## config.mk

```make
export PLATFORM = sky130hd
export DESIGN_NAME = cam_stream_mux_flat
export DESIGN_NICKNAME = d
export VERILOG_FILES = /design/src/rtl/cam_stream_mux_if.sv /design/src/rtl/cam_stream_mux.sv /design/src/flat_wrapper.sv
export SDC_FILE = /design/constraint.sdc
export NUM_CORES = 1
export LEC_CHECK = 0
export ABC_CLOCK_PERIOD_IN_PS = 5300
export CAP_MARGIN = 20
export CORE_ASPECT_RATIO = 0.9
export CORE_UTILIZATION = 58
export DETAILED_ROUTE_END_ITERATION = 16
export GPL_ROUTABILITY_DRIVEN = 0
export PLACE_DENSITY = 0.79
export SYNTH_ARGS = -nofsm -noshare
export SYNTH_HDL_FRONTEND = slang
export SYNTH_SLANG_ARGS = --single-unit
export TNS_END_PERCENT = 100
```

## constraint.sdc

```tcl
create_clock -name clk -period 5.3 [get_ports clk]
set_input_delay 0.795 -clock clk [delete_from_list [all_inputs] [get_ports clk]]
set_output_delay 0.795 -clock clk [all_outputs]
set_load 0.05 [all_outputs]
```

## src/rtl/cam_stream_mux_if.sv

```systemverilog
// cam_stream_mux_if: per-channel camera input streams plus the muxed output stream.
interface cam_stream_mux_if #(
    parameter int NUM_CH = 2,
    parameter int DATA_W = 16
);
    localparam int CW = (NUM_CH > 1) ? $clog2(NUM_CH) : 1;
    logic [NUM_CH*DATA_W-1:0] in_data;
    logic [NUM_CH-1:0]        in_valid;
    logic [NUM_CH-1:0]        in_sof;
    logic [NUM_CH-1:0]        in_eof;
    logic [NUM_CH-1:0]        in_ready;
    logic [DATA_W-1:0]        out_data;
    logic                     out_valid;
    logic                     out_sof;
    logic                     out_eof;
    logic [CW-1:0]            out_ch;
    logic                     out_ready;
    modport master (
        output in_data, in_valid, in_sof, in_eof, out_ready,
        input  in_ready, out_data, out_valid, out_sof, out_eof, out_ch
    );
    modport slave (
        input  in_data, in_valid, in_sof, in_eof, out_ready,
        output in_ready, out_data, out_valid, out_sof, out_eof, out_ch
    );
endinterface

```

## src/rtl/cam_stream_mux.sv

```systemverilog
// cam_stream_mux: frame-aware N:1 camera stream mux feeding a show-ahead output FIFO.
// Define CAM_STREAM_MUX_DROP_CNT_EN to build the per-channel dropped-frame counters.
module cam_stream_mux #(
    parameter int NUM_CH = 2,
    parameter int DATA_W = 16,
    parameter int FIFO_DEPTH = 16,
    localparam int CW = (NUM_CH > 1) ? $clog2(NUM_CH) : 1,
    localparam int LW = $clog2(FIFO_DEPTH) + 1
) (
    input  logic                 clk,
    input  logic                 reset,
    cam_stream_mux_if.slave      bus,
    input  logic                 cfg_en,
    input  logic                 cfg_mode,
    input  logic [CW-1:0]        cfg_sel,
    output logic [LW-1:0]        fifo_level,
    output logic [NUM_CH*16-1:0] drop_cnt
);
    localparam int AW = $clog2(FIFO_DEPTH);
    localparam int WW = CW + 2 + DATA_W;
    localparam logic [0:0] IDLE = 1'b0;
    localparam logic [0:0] PASS = 1'b1;

    logic [0:0]    state;
    logic [CW-1:0] sel, last, cand, pch;
    logic          cand_ok, full, empty, start, acc, push, pop;
    logic [AW-1:0] wp, rp;
    logic [WW-1:0] mem [FIFO_DEPTH];
    logic [WW-1:0] head;

    assign full  = fifo_level == LW'(FIFO_DEPTH);
    assign empty = fifo_level == '0;
    assign pop   = !empty && bus.out_ready;

    // Round-robin: scan downward so the nearest channel after last wins.
    always_comb begin
        cand    = cfg_sel;
        cand_ok = (int'(cfg_sel) < NUM_CH) && bus.in_valid[cfg_sel] && bus.in_sof[cfg_sel];
        if (cfg_mode) begin
            cand_ok = 1'b0;
            for (int k = NUM_CH; k >= 1; k--) begin
                if (bus.in_valid[(int'(last) + k) % NUM_CH] && bus.in_sof[(int'(last) + k) % NUM_CH]) begin
                    cand    = CW'((int'(last) + k) % NUM_CH);
                    cand_ok = 1'b1;
                end
            end
        end
    end

    assign start = state == IDLE && cfg_en && cand_ok && !full;
    assign acc   = state == PASS && bus.in_valid[sel] && !full;
    assign push  = start || acc;
    assign pch   = state == IDLE ? cand : sel;

    always_comb begin
        bus.in_ready = '1;
        if (!reset) begin
            if (state == PASS) bus.in_ready[sel] = !full;
            else if (cfg_en && cand_ok) bus.in_ready[cand] = !full;
        end
    end

    always_ff @(posedge clk) begin
        if (reset) begin
            state <= IDLE;
            sel   <= '0;
            last  <= CW'(NUM_CH - 1);
        end else if (start) begin
            sel <= cand;
            if (bus.in_eof[cand]) last <= cand;
            else state <= PASS;
        end else if (acc && bus.in_eof[sel]) begin
            last  <= sel;
            state <= IDLE;
        end
    end

    always_ff @(posedge clk) begin
        if (push) mem[wp] <= {pch, bus.in_sof[pch], bus.in_eof[pch], bus.in_data[int'(pch)*DATA_W +: DATA_W]};
    end

    always_ff @(posedge clk) begin
        if (reset) begin
            wp         <= '0;
            rp         <= '0;
            fifo_level <= '0;
        end else begin
            if (push) wp <= wp + AW'(1);
            if (pop) rp <= rp + AW'(1);
            fifo_level <= fifo_level + LW'(push) - LW'(pop);
        end
    end

    assign head          = mem[rp];
    assign bus.out_valid = !empty;
    assign bus.out_ch    = head[WW-1 -: CW];
    assign bus.out_sof   = head[DATA_W+1];
    assign bus.out_eof   = head[DATA_W];
    assign bus.out_data  = head[DATA_W-1:0];

`ifdef CAM_STREAM_MUX_DROP_CNT_EN
    for (genvar i = 0; i < NUM_CH; i++) begin : g_drop
        logic [15:0] cnt;
        always_ff @(posedge clk) begin
            if (reset) cnt <= '0;
            else if (bus.in_valid[i] && bus.in_sof[i] && bus.in_ready[i] && !(push && int'(pch) == i) && cnt != 16'hFFFF)
                cnt <= cnt + 16'd1;
        end
        assign drop_cnt[i*16 +: 16] = cnt;
    end
`else
    assign drop_cnt = '0;
`endif
endmodule
```

## src/flat_wrapper.sv

```systemverilog
// flat-port wrapper written by rule: the top's interface ports become plain ports
module cam_stream_mux_flat 
#(
    parameter int NUM_CH = 2,
    parameter int DATA_W = 16,
    parameter int FIFO_DEPTH = 16,
    localparam int CW = (NUM_CH > 1) ? $clog2(NUM_CH) : 1,
    localparam int LW = $clog2(FIFO_DEPTH) + 1
)
  (clk, reset, cfg_en, cfg_mode, cfg_sel, fifo_level, drop_cnt, bus_in_data, bus_in_valid, bus_in_sof, bus_in_eof, bus_out_ready, bus_in_ready, bus_out_data, bus_out_valid, bus_out_sof, bus_out_eof, bus_out_ch);
  cam_stream_mux_if #(.NUM_CH(NUM_CH), .DATA_W(DATA_W)) bus_i ();
  input  logic clk;
  input  logic reset;
  input  logic cfg_en;
  input  logic cfg_mode;
  input  logic [CW-1:0] cfg_sel;
  output logic [LW-1:0] fifo_level;
  output logic [NUM_CH*16-1:0] drop_cnt;
  input wire logic [$bits(bus_i.in_data)-1:0] bus_in_data;
  input wire logic [$bits(bus_i.in_valid)-1:0] bus_in_valid;
  input wire logic [$bits(bus_i.in_sof)-1:0] bus_in_sof;
  input wire logic [$bits(bus_i.in_eof)-1:0] bus_in_eof;
  input wire logic [$bits(bus_i.out_ready)-1:0] bus_out_ready;
  output wire logic [$bits(bus_i.in_ready)-1:0] bus_in_ready;
  output wire logic [$bits(bus_i.out_data)-1:0] bus_out_data;
  output wire logic [$bits(bus_i.out_valid)-1:0] bus_out_valid;
  output wire logic [$bits(bus_i.out_sof)-1:0] bus_out_sof;
  output wire logic [$bits(bus_i.out_eof)-1:0] bus_out_eof;
  output wire logic [$bits(bus_i.out_ch)-1:0] bus_out_ch;
  assign bus_i.in_data = bus_in_data;
  assign bus_i.in_valid = bus_in_valid;
  assign bus_i.in_sof = bus_in_sof;
  assign bus_i.in_eof = bus_in_eof;
  assign bus_i.out_ready = bus_out_ready;
  assign bus_in_ready = bus_i.in_ready;
  assign bus_out_data = bus_i.out_data;
  assign bus_out_valid = bus_i.out_valid;
  assign bus_out_sof = bus_i.out_sof;
  assign bus_out_eof = bus_i.out_eof;
  assign bus_out_ch = bus_i.out_ch;
  cam_stream_mux #(.NUM_CH(NUM_CH), .DATA_W(DATA_W), .FIFO_DEPTH(FIFO_DEPTH)) u_core (.clk(clk), .reset(reset), .bus(bus_i), .cfg_en(cfg_en), .cfg_mode(cfg_mode), .cfg_sel(cfg_sel), .fifo_level(fifo_level), .drop_cnt(drop_cnt));
endmodule
```

==> summary.txt, run 1 <==
Routing
  – Avg WL per Cell: 25.8 um
  – DR pass1 iterations: 5
  – Total wire length: 26.7 mm
  – Vias after detailed routing: 6359
  – Remaining DRCs: 0
  – Vias/cell: 6.16
  – Initial DRC count: 665
  – Routed Antenna Nets: 0

Yosys
  – Post-Synthesis Cell Area: 13200 sq um
  – Yosys reg bits: 324
  – Sequential element share of the synthesized area: 72.2%
  – Synth Area per Inst: 20.9 sq um
  – Largest family of logic cells by synthesized area: multiplexers
  – Yosys Warn Count: 0
  – Post-synthesis adder-cell area fraction: 1.19%
  – Post-Syn Instances: 632
  – Fraction of synthesized area in multiplexers: 18.3%
  – Area fraction in compound gates after synthesis: 1.70%
  – Most common flop cell mapped by yosys: edfxtp_1
  – Post-synth EDFFs: 304
  – Post-Synth Simple-Gate Area: 2.72%
  – Post-synth ARST share: 0%
  – Synth unique cells: 54
  – Xor and xnor area share after synthesis: 0.398%

Clock network
  – Clock root buffer master: clkbuf_16
  – Post_cts resized: 0
  – Total CTS buffers: 30
  – Cts hold-fix bufs: 0
  – Max clock buf depth: 3
  – Clock Latency Late Sink: 0.55 ns
  – CTS tree: built
  – Htree depth: 1
  – Clock slew at reported path FFs: 0.06 ns
  – Post-CTS setup buffers: 0
  – Clk sinks: 324

Floorplanning
  – Core area: 22000 sq um
  – Starting Density: 60.1%
  – Chip width: 161 um
  – I/O pin cnt: 103
  – Die height: 145 um
  – Die footprint: 23400 sq um
  – Cell row count: 51

Placed design
  – Port bufs: 70
  – HPWL Detailed: 14.2 mm

STA
  – Slew Limit Fails: 0
  – Final setup viols: 0
  – Slew headroom: 26.6%
  – RSZ-0062 raised after global routing: false
  – Worst-Margin Slew: 1.08 ns
  – Final Skew: 0.00802 ns
  – Fmax: 232 MHz
  – Min Clock Period, post-route: 4.31 ns
  – Post-route setup TNS: 0 ns
  – Fin Hold WS: 0.515 ns
  – Final Hold Viols: 0
  – Tcrit/Tclk final: 81.3%

Layout
  – Nets@finish: 775
  – Layout area overhead: 14.7%
  – Layout cells sized above 1: 24.1%
  – Most common cell after layout, fill and taps aside: edfxtp_1
  – Commonest cells after routing, fill and taps aside: edfxtp_1, mux4_2, clkdlybuf4s50_1
  – Fillers: 1369
  – Diode count: 0

Global route
  – GRT Total Usage: 23.7%
  – First-pass GRT wire length: 40.4 mm
  – Pin count of the biggest net entering global routing: 45
  – Grt ovf: 0
  – Vias in the first global route: 6809
  – Initial antenna violation count: 0

Critical path
  – Crit. End Element: output port
  – Worst-path fanout max: 34
  – WS Path Type: flop to output port
  – Crit start category: flop
  – Critical Path RT: 4.51 ns
  – Reg2reg path depth: 10
  – Worst endpoint data arrival time: 3.52 ns

Power
  – Pwr dens: 438 nW/um^2
  – Leakage: 4.76 nW
  – Worst vdd ir: 0.424 mV

Status
  – Status: finished, final reports clean

Worst hold path
  – Hold Path Depth: 2
  – Min-Delay Path Class: flop to flop

Flow run
  – Max Cap Violations: 0
[sequential cells by signal (all words and copies together) (netlist names), named ones only]
name	count
u_core.rp	4
u_core.sel	1
u_core.mem	304
u_core.last	1
u_core.state	1
u_core.fifo_level	5
u_core.wp	4
[where the power goes]
part	total, mW	switching [mW]	internal (mW)	leakage [nW]
sequential	3.02	0.124	2.90	2.90
combinational	1.57	0.835	0.732	1.41
clock	2.04	0.883	1.16	0.450
total	6.63	1.84	4.79	4.76
[logic make-up after synthesis]
family | count (synthesis)
flip-flops | 324
multiplexers | 118
buffers and inverters | 77
AND/OR/NAND/NOR | 65
AO/OA/AOI/OAI | 29
adder cells (fa/ha/maj) | 12
XOR/XNOR | 6
other | 1
[area by class of cell]
class,count,area [sq um],area share (%)
Clock inverter,16,125,0.827
Multi-Input combinational cell,262,3400,22.5
Inverter,14,52.6,0.347
Clock buffer,39,806,5.32
Sequential cell,324,9530,63.0
Tap cell,291,364,2.41
Timing Repair Buffer,87,853,5.64
[per-layer routing]
metal,vias up,wire length [um],global-route usage [%]
met2,274,13600,39.9
met3,53,1800,4.06
li1,2722,-,-
met1,3310,10700,31.8
met4,0,682,7.26
met5,-,0,0
[final timing paths]
| check | from | to | slack [ns] |
|---|---|---|---|
| setup / recovery | flop | bus_out_ch | 0.99 |
| hold / removal | u_core.rp[1] | flop | 0.52 |
| setup reg to reg | u_core.sel | u_core.fifo_level[4] | 1.71 |
| hold reg to reg | u_core.rp[1] | flop | 0.52 |
[critical path: stages, from the launching register on]
cell and delay (ns):
dfxtp_4 0.79, buf_12 0.35, mux4_2 0.55, mux4_2 0.52, clkdlybuf4s50_1 0.72
[synth_stat cells (all sizes together) (2+ instances only)]
cell type,n,area (sq um)
nor2b,5,31.3
o2111ai,2,17.5
mux2i,2,32.5
and3,2,12.5
nand3,8,40.0
nor2,16,60.1
inv,14,52.6
edfxtp,304,9130
nor3,4,20.0
dfxtp,20,400
nand2,12,45.0
ha,11,138
and4,5,43.8
nor4b,5,43.8
xor2,4,35.0
mux4,95,2140
a41oi,2,25.0
clkbuf,12,45.0
mux2,21,236
xnor2,2,17.5
o211ai,3,22.5
buf,51,360
a21oi,6,30.0
o21ai,4,23.8
[per-stage QoR]
| step | cells | total power, mW | setup WS, ns | utilization (%) | instance area [sq um] |
|---|---|---|---|---|---|
| global route | 1033 | 6.87 | 0.813 | 68.9 | 15100 |
| detailed placement | 978 | 4.65 | 1.02 | 64.7 | 14200 |
| finish | 1033 | 6.63 | 0.989 | 68.9 | 15100 |
| floorplan | 663 | 4.28 | 1.11 | - | 13300 |
| CTS | 1033 | 6.67 | 0.927 | 68.9 | 15100 |
| global placement | 978 | 4.60 | 1.16 | 64.7 | 14200 |
Note: power is estimated with default switching activity, not from simulation.
==> run 2: changes to the inputs <==
--- a/config.mk
+++ b/config.mk
@@ -5,7 +5,7 @@
 export SDC_FILE = /design/constraint.sdc
 export NUM_CORES = 1
 export LEC_CHECK = 0
-export ABC_CLOCK_PERIOD_IN_PS = 5300
+export ABC_CLOCK_PERIOD_IN_PS = 4000
 export CAP_MARGIN = 20
 export CORE_ASPECT_RATIO = 0.9
 export CORE_UTILIZATION = 58
==> constraint.sdc (replaced) <==
create_clock -name clk -period 4 [get_ports clk]
set_input_delay 0.6 -clock clk [delete_from_list [all_inputs] [get_ports clk]]
set_output_delay 0.6 -clock clk [all_outputs]
set_load 0.05 [all_outputs]
==> summary.txt, run 2 (synthesized netlist as in run 1, its figures left out) <==
Status
  – Status: finished, final reports clean

Layout
  – Commonest cells after routing, fill and taps aside: edfxtp_1, mux4_2, clkdlybuf4s50_1
  – Layout area overhead: 15.7%
  – Layout cells sized above 1: 25.4%
  – Diode count: 0
  – Largest regs: u_core.mem x304, u_core.fifo_level x5
  – Nets@finish: 787
  – Most common cell after layout, fill and taps aside: edfxtp_1
  – Max FFs per register: 304
  – Reg with most FFs: u_core.mem

Clock network
  – CTS tree: built
  – Htree depth: 1
  – Clock Latency Late Sink: 0.54 ns
  – Post-CTS setup buffers: 1
  – Total CTS buffers: 29
  – Clk sinks: 324
  – Cts hold-fix bufs: 0
  – Clock slew at reported path FFs: 0.06 ns
  – Clock root buffer master: clkbuf_16
  – Post_cts resized: 0
  – Max clock buf depth: 3

STA
  – Slew Limit Fails: 0
  – Final Skew: 0.00830 ns
  – Fmax: 262 MHz
  – Final Hold Viols: 0
  – Min Clock Period, post-route: 3.82 ns
  – RSZ-0062 raised after global routing: false
  – Post-route setup TNS: 0 ns
  – Slew headroom: 37.2%
  – Setup WS post-layout: 0.184 ns
  – Tcrit/Tclk final: 95.4%
  – Final setup viols: 0
  – Worst-Margin Slew: 0.923 ns

Critical path
  – Worst reg-to-reg setup slack: 0.90 ns
  – WS Path Type: flop to output port
  – Crit start category: flop
  – Critical Path RT: 3.40 ns
  – Worst-path fanout max: 22
  – Crit. End Element: output port
  – Worst endpoint data arrival time: 3.22 ns

Global route
  – GRT Total Usage: 24.1%
  – Pin count of the biggest net entering global routing: 32
  – Grt ovf: 0
  – Initial antenna violation count: 0
  – First-pass GRT wire length: 41.0 mm
  – Vias in the first global route: 6792

Floorplanning
  – Chip width: 161 um
  – Die footprint: 23400 sq um
  – Core area: 22000 sq um
  – Die height: 145 um
  – I/O pin cnt: 103
  – Cell row count: 51
  – Starting Density: 60.1%

Power
  – Leakage: 4.83 nW
  – Power share of the clock group: 29.6%
  – Worst vdd ir: 0.552 mV
  – Net Sw Power: 2.45 mW
  – Cell Int Power: 6.31 mW
  – Seq pwr share: 45.0%
  – Comb pwr share: 25.4%
  – Pwr dens: 574 nW/um^2
  – Switching share of power: 28.0%

Worst hold path
  – Min-Delay Path Class: flop to flop

Placed design
  – HPWL Detailed: 15.8 mm
  – Post-place setup slack: 0.377 ns
  – Port bufs: 70

Routing
  – Vias after detailed routing: 6485
  – Routed Antenna Nets: 0
  – Avg WL per Cell: 26.3 um
  – DR pass1 iterations: 5
  – Remaining DRCs: 0
  – Vias/cell: 6.22
  – Total wire length: 27.4 mm
  – Initial DRC count: 527

Flow run
  – Max Cap Violations: 0
[run 2: cell count changes in the layout (fill, tap and decap cells not counted), sizes merged]
cell,before,now
buf,17,30
clkinv,13,6
clkbuf,39,43
bufinv,2,1
clkinvlp,1,0
inv,14,15
[run 2: final cells by class]
class | count | area [sq um]
Clock buffer | 43 | 808
Clock inverter | 8 | 65.1
Fill cell | 1325 | 6690
Inverter | 14 | 52.6
Multi-Input combinational cell | 262 | 3380
Sequential cell | 324 | 9530
Tap cell | 291 | 364
Timing Repair Buffer | 100 | 1060
[run 2: worst paths after layout]
check	start	endpoint	depth (start not counted)
hold reg to reg	u_core.rp[1]	flop	2
setup reg to reg	u_core.fifo_level[3]	u_core.fifo_level[4]	13
setup / recovery	flop	bus_out_ch	4
hold / removal	u_core.rp[1]	flop	2
[run 2: metrics by stage]
stage	area, sq um	hold slack, ns	total power, mW	cells	utilization, %
after global placement	14400	0.476	6.15	990	65.5
final	15300	0.530	8.77	1042	69.5
after detailed placement	14400	0.506	6.23	990	65.5
after floorplan	13300	0.463	5.67	663	-
after global routing	15300	0.535	9.07	1042	69.5
after CTS	15300	0.529	8.82	1042	69.5
[run 2: routing by layer]
metal | share of wire (%) | GRT usage [%]
met3 | 7.2 | 4.75
met2 | 52 | 40.8
met1 | 38 | 31.8
met5 | 0 | 0
met4 | 3.0 | 7.50
[run 2: power groups by stage]
stage | sequential [mW] | combinational, mW | clock (mW)
final | 3.95 | 2.23 | 2.59
after global routing | 3.96 | 2.36 | 2.75
after CTS | 3.95 | 2.25 | 2.62
after detailed placement | 4.04 | 2.19 | 0
after global placement | 4.03 | 2.12 | 0
after floorplan | 4.02 | 1.65 | 0
[run 2: critical path: stages (launching register included)]
cell	delay [ns]
dfxtp_4	0.56
buf_12	0.27
mux4_2	0.60
mux4_2	0.52
clkdlybuf4s50_1	0.72
==> run 3: changes to the inputs <==
--- a/config.mk
+++ b/config.mk
@@ -8,10 +8,11 @@
 export ABC_CLOCK_PERIOD_IN_PS = 4000
 export CAP_MARGIN = 20
 export CORE_ASPECT_RATIO = 0.9
+export CORE_MARGIN = 5
 export CORE_UTILIZATION = 58
 export DETAILED_ROUTE_END_ITERATION = 16
 export GPL_ROUTABILITY_DRIVEN = 0
-export PLACE_DENSITY = 0.79
+export PLACE_DENSITY_LB_ADDON = 0.15
 export SYNTH_ARGS = -nofsm -noshare
 export SYNTH_HDL_FRONTEND = slang
 export SYNTH_SLANG_ARGS = --single-unit
==> summary.txt, run 3 (synthesized netlist as in run 1, its figures left out) <==
Critical path
  – Worst endpoint data arrival time: 3.15 ns
  – Critical Path RT: 3.40 ns
  – WS Path Type: flop to output port
  – Crit. End Element: output port
  – Worst reg-to-reg setup slack: 0.88 ns
  – Worst-path fanout max: 18
  – Reg-to-reg critical path startpoint: u_core.fifo_level[3]
  – Crit start category: flop

Routing
  – Routed length on met3: 1.83 mm
  – Top sig layer: met4
  – DR pass1 iterations: 5
  – Routed Antenna Nets: 0
  – Avg WL per Cell: 25.2 um
  – Metal-1 WL: 10.9 mm
  – Remaining DRCs: 0
  – Met2 WL: 13.4 mm
  – Initial DRC count: 712
  – Vias/cell: 6.09
  – Vias after detailed routing: 6432
  – Total wire length: 26.6 mm

Floorplanning
  – Starting Density: 58.8%
  – Die height: 153 um
  – Die footprint: 25900 sq um
  – Chip width: 169 um
  – Core area: 22400 sq um
  – Cell row count: 52
  – I/O pin cnt: 103

Clock network
  – Post_cts resized: 0
  – Htree depth: 2
  – Clock slew at reported path FFs: 0.06 ns
  – Clk sinks: 324
  – Total CTS buffers: 34
  – Clock Latency Late Sink: 0.51 ns
  – Post-CTS setup buffers: 0
  – Max clock buf depth: 3
  – Clock root buffer master: clkbuf_16
  – Cts hold-fix bufs: 0
  – CTS tree: built

Layout
  – Max FFs per register: 304
  – Reg with most FFs: u_core.mem
  – Core Util, Final: 69.0%
  – Most common cell after layout, fill and taps aside: edfxtp_1
  – Diode count: 0
  – Design Area, Final: 15500 sq um
  – Nets@finish: 791
  – Layout area overhead: 17.4%
  – Largest regs: u_core.mem x304, u_core.fifo_level x5
  – Commonest cells after routing, fill and taps aside: edfxtp_1, mux4_2, clkdlybuf4s50_1
  – Layout cells sized above 1: 26.1%

STA
  – Slew headroom: 52.8%
  – Slew Limit Fails: 0
  – Final Hold Viols: 0
  – Worst-Margin Slew: 0.707 ns
  – Fin Hold WS: 0.536 ns
  – Post-route setup TNS: 0 ns
  – Tcrit/Tclk final: 93.8%
  – Fmax: 266 MHz
  – Final setup viols: 0
  – Min Clock Period, post-route: 3.75 ns
  – Final Skew: 0.0115 ns
  – RSZ-0062 raised after global routing: false
  – Setup WS post-layout: 0.247 ns

Placed design
  – Dpl cell area: 14400 sq um
  – HPWL Detailed: 15.0 mm
  – Post-place setup slack: 0.641 ns
  – Port bufs: 70

Global route
  – GRT Total Usage: 21.2%
  – Initial antenna violation count: 0
  – Vias in the first global route: 6772
  – First-pass GRT wire length: 41.1 mm
  – Grt ovf: 0
  – Pin count of the biggest net entering global routing: 53

Power
  – Seq pwr share: 43.0%
  – Comb pwr share: 23.8%
  – Net Sw Power: 2.49 mW
  – Power share of the clock group: 33.2%
  – Switching share of power: 27.2%
  – Cell Int Power: 6.66 mW
  – Worst vdd ir: 0.469 mV
  – Leakage: 4.93 nW
  – Pwr dens: 591 nW/um^2

Worst hold path
  – Min-Delay Path Class: flop to flop
  – Hold wc startpoint: u_core.rp[1]

Status
  – Status: finished, final reports clean

Flow run
  – Max Cap Violations: 0
[run 3: changes by cell type in the layout (fill, tap and decap cells not counted), sizes merged]
cell	before	now
buf	30	29
bufinv	1	2
clkinvlp	0	1
clkbuf	43	47
clkinv	6	9
[run 3: worst max-delay path, stage by stage (launching register included)]
cell and delay [ns]:
dfxtp_4 0.59, buf_12 0.25, mux4_2 0.51, mux4_2 0.54
clkdlybuf4s50_1 0.73
[run 3: routing by layer]
metal | vias up | global-route usage [%]
met5 | - | 0
met3 | 46 | 3.41
li1 | 2761 | -
met2 | 256 | 34.3
met1 | 3369 | 30.8
met4 | 0 | 5.48
[run 3: final cells by class]
| class | instances | area, sq um |
|---|---|---|
| flip-flops and latches | 324 | 9530 |
| fillers | 1405 | 6960 |
| multi-input cells | 262 | 3380 |
| repair buffers | 99 | 1070 |
| clock buffers | 47 | 967 |
| well taps | 297 | 372 |
| clock inverters | 13 | 111 |
| inverters | 14 | 52.6 |
[run 3: power groups by stage]
stage,combinational (mW),sequential (mW),clock [mW]
after floorplan,1.65,4.02,0
after global placement,2.16,4.00,0
after detailed placement,2.20,4.01,0
after CTS,2.21,3.94,3.08
after global routing,2.34,3.95,3.22
final,2.18,3.93,3.03
[run 3: metrics by stage]
step | cells | power [mW]
global route | 1056 | 9.50
floorplan | 663 | 5.67
CTS | 1056 | 9.23
global placement | 996 | 6.16
detailed placement | 996 | 6.21
finish | 1056 | 9.15
[run 3: worst paths after layout]
path / endpoint / cells after the start
max: bus_out_eof / 4
min reg2reg: flop / 2
max reg2reg: u_core.fifo_level[4] / 13
min: flop / 2
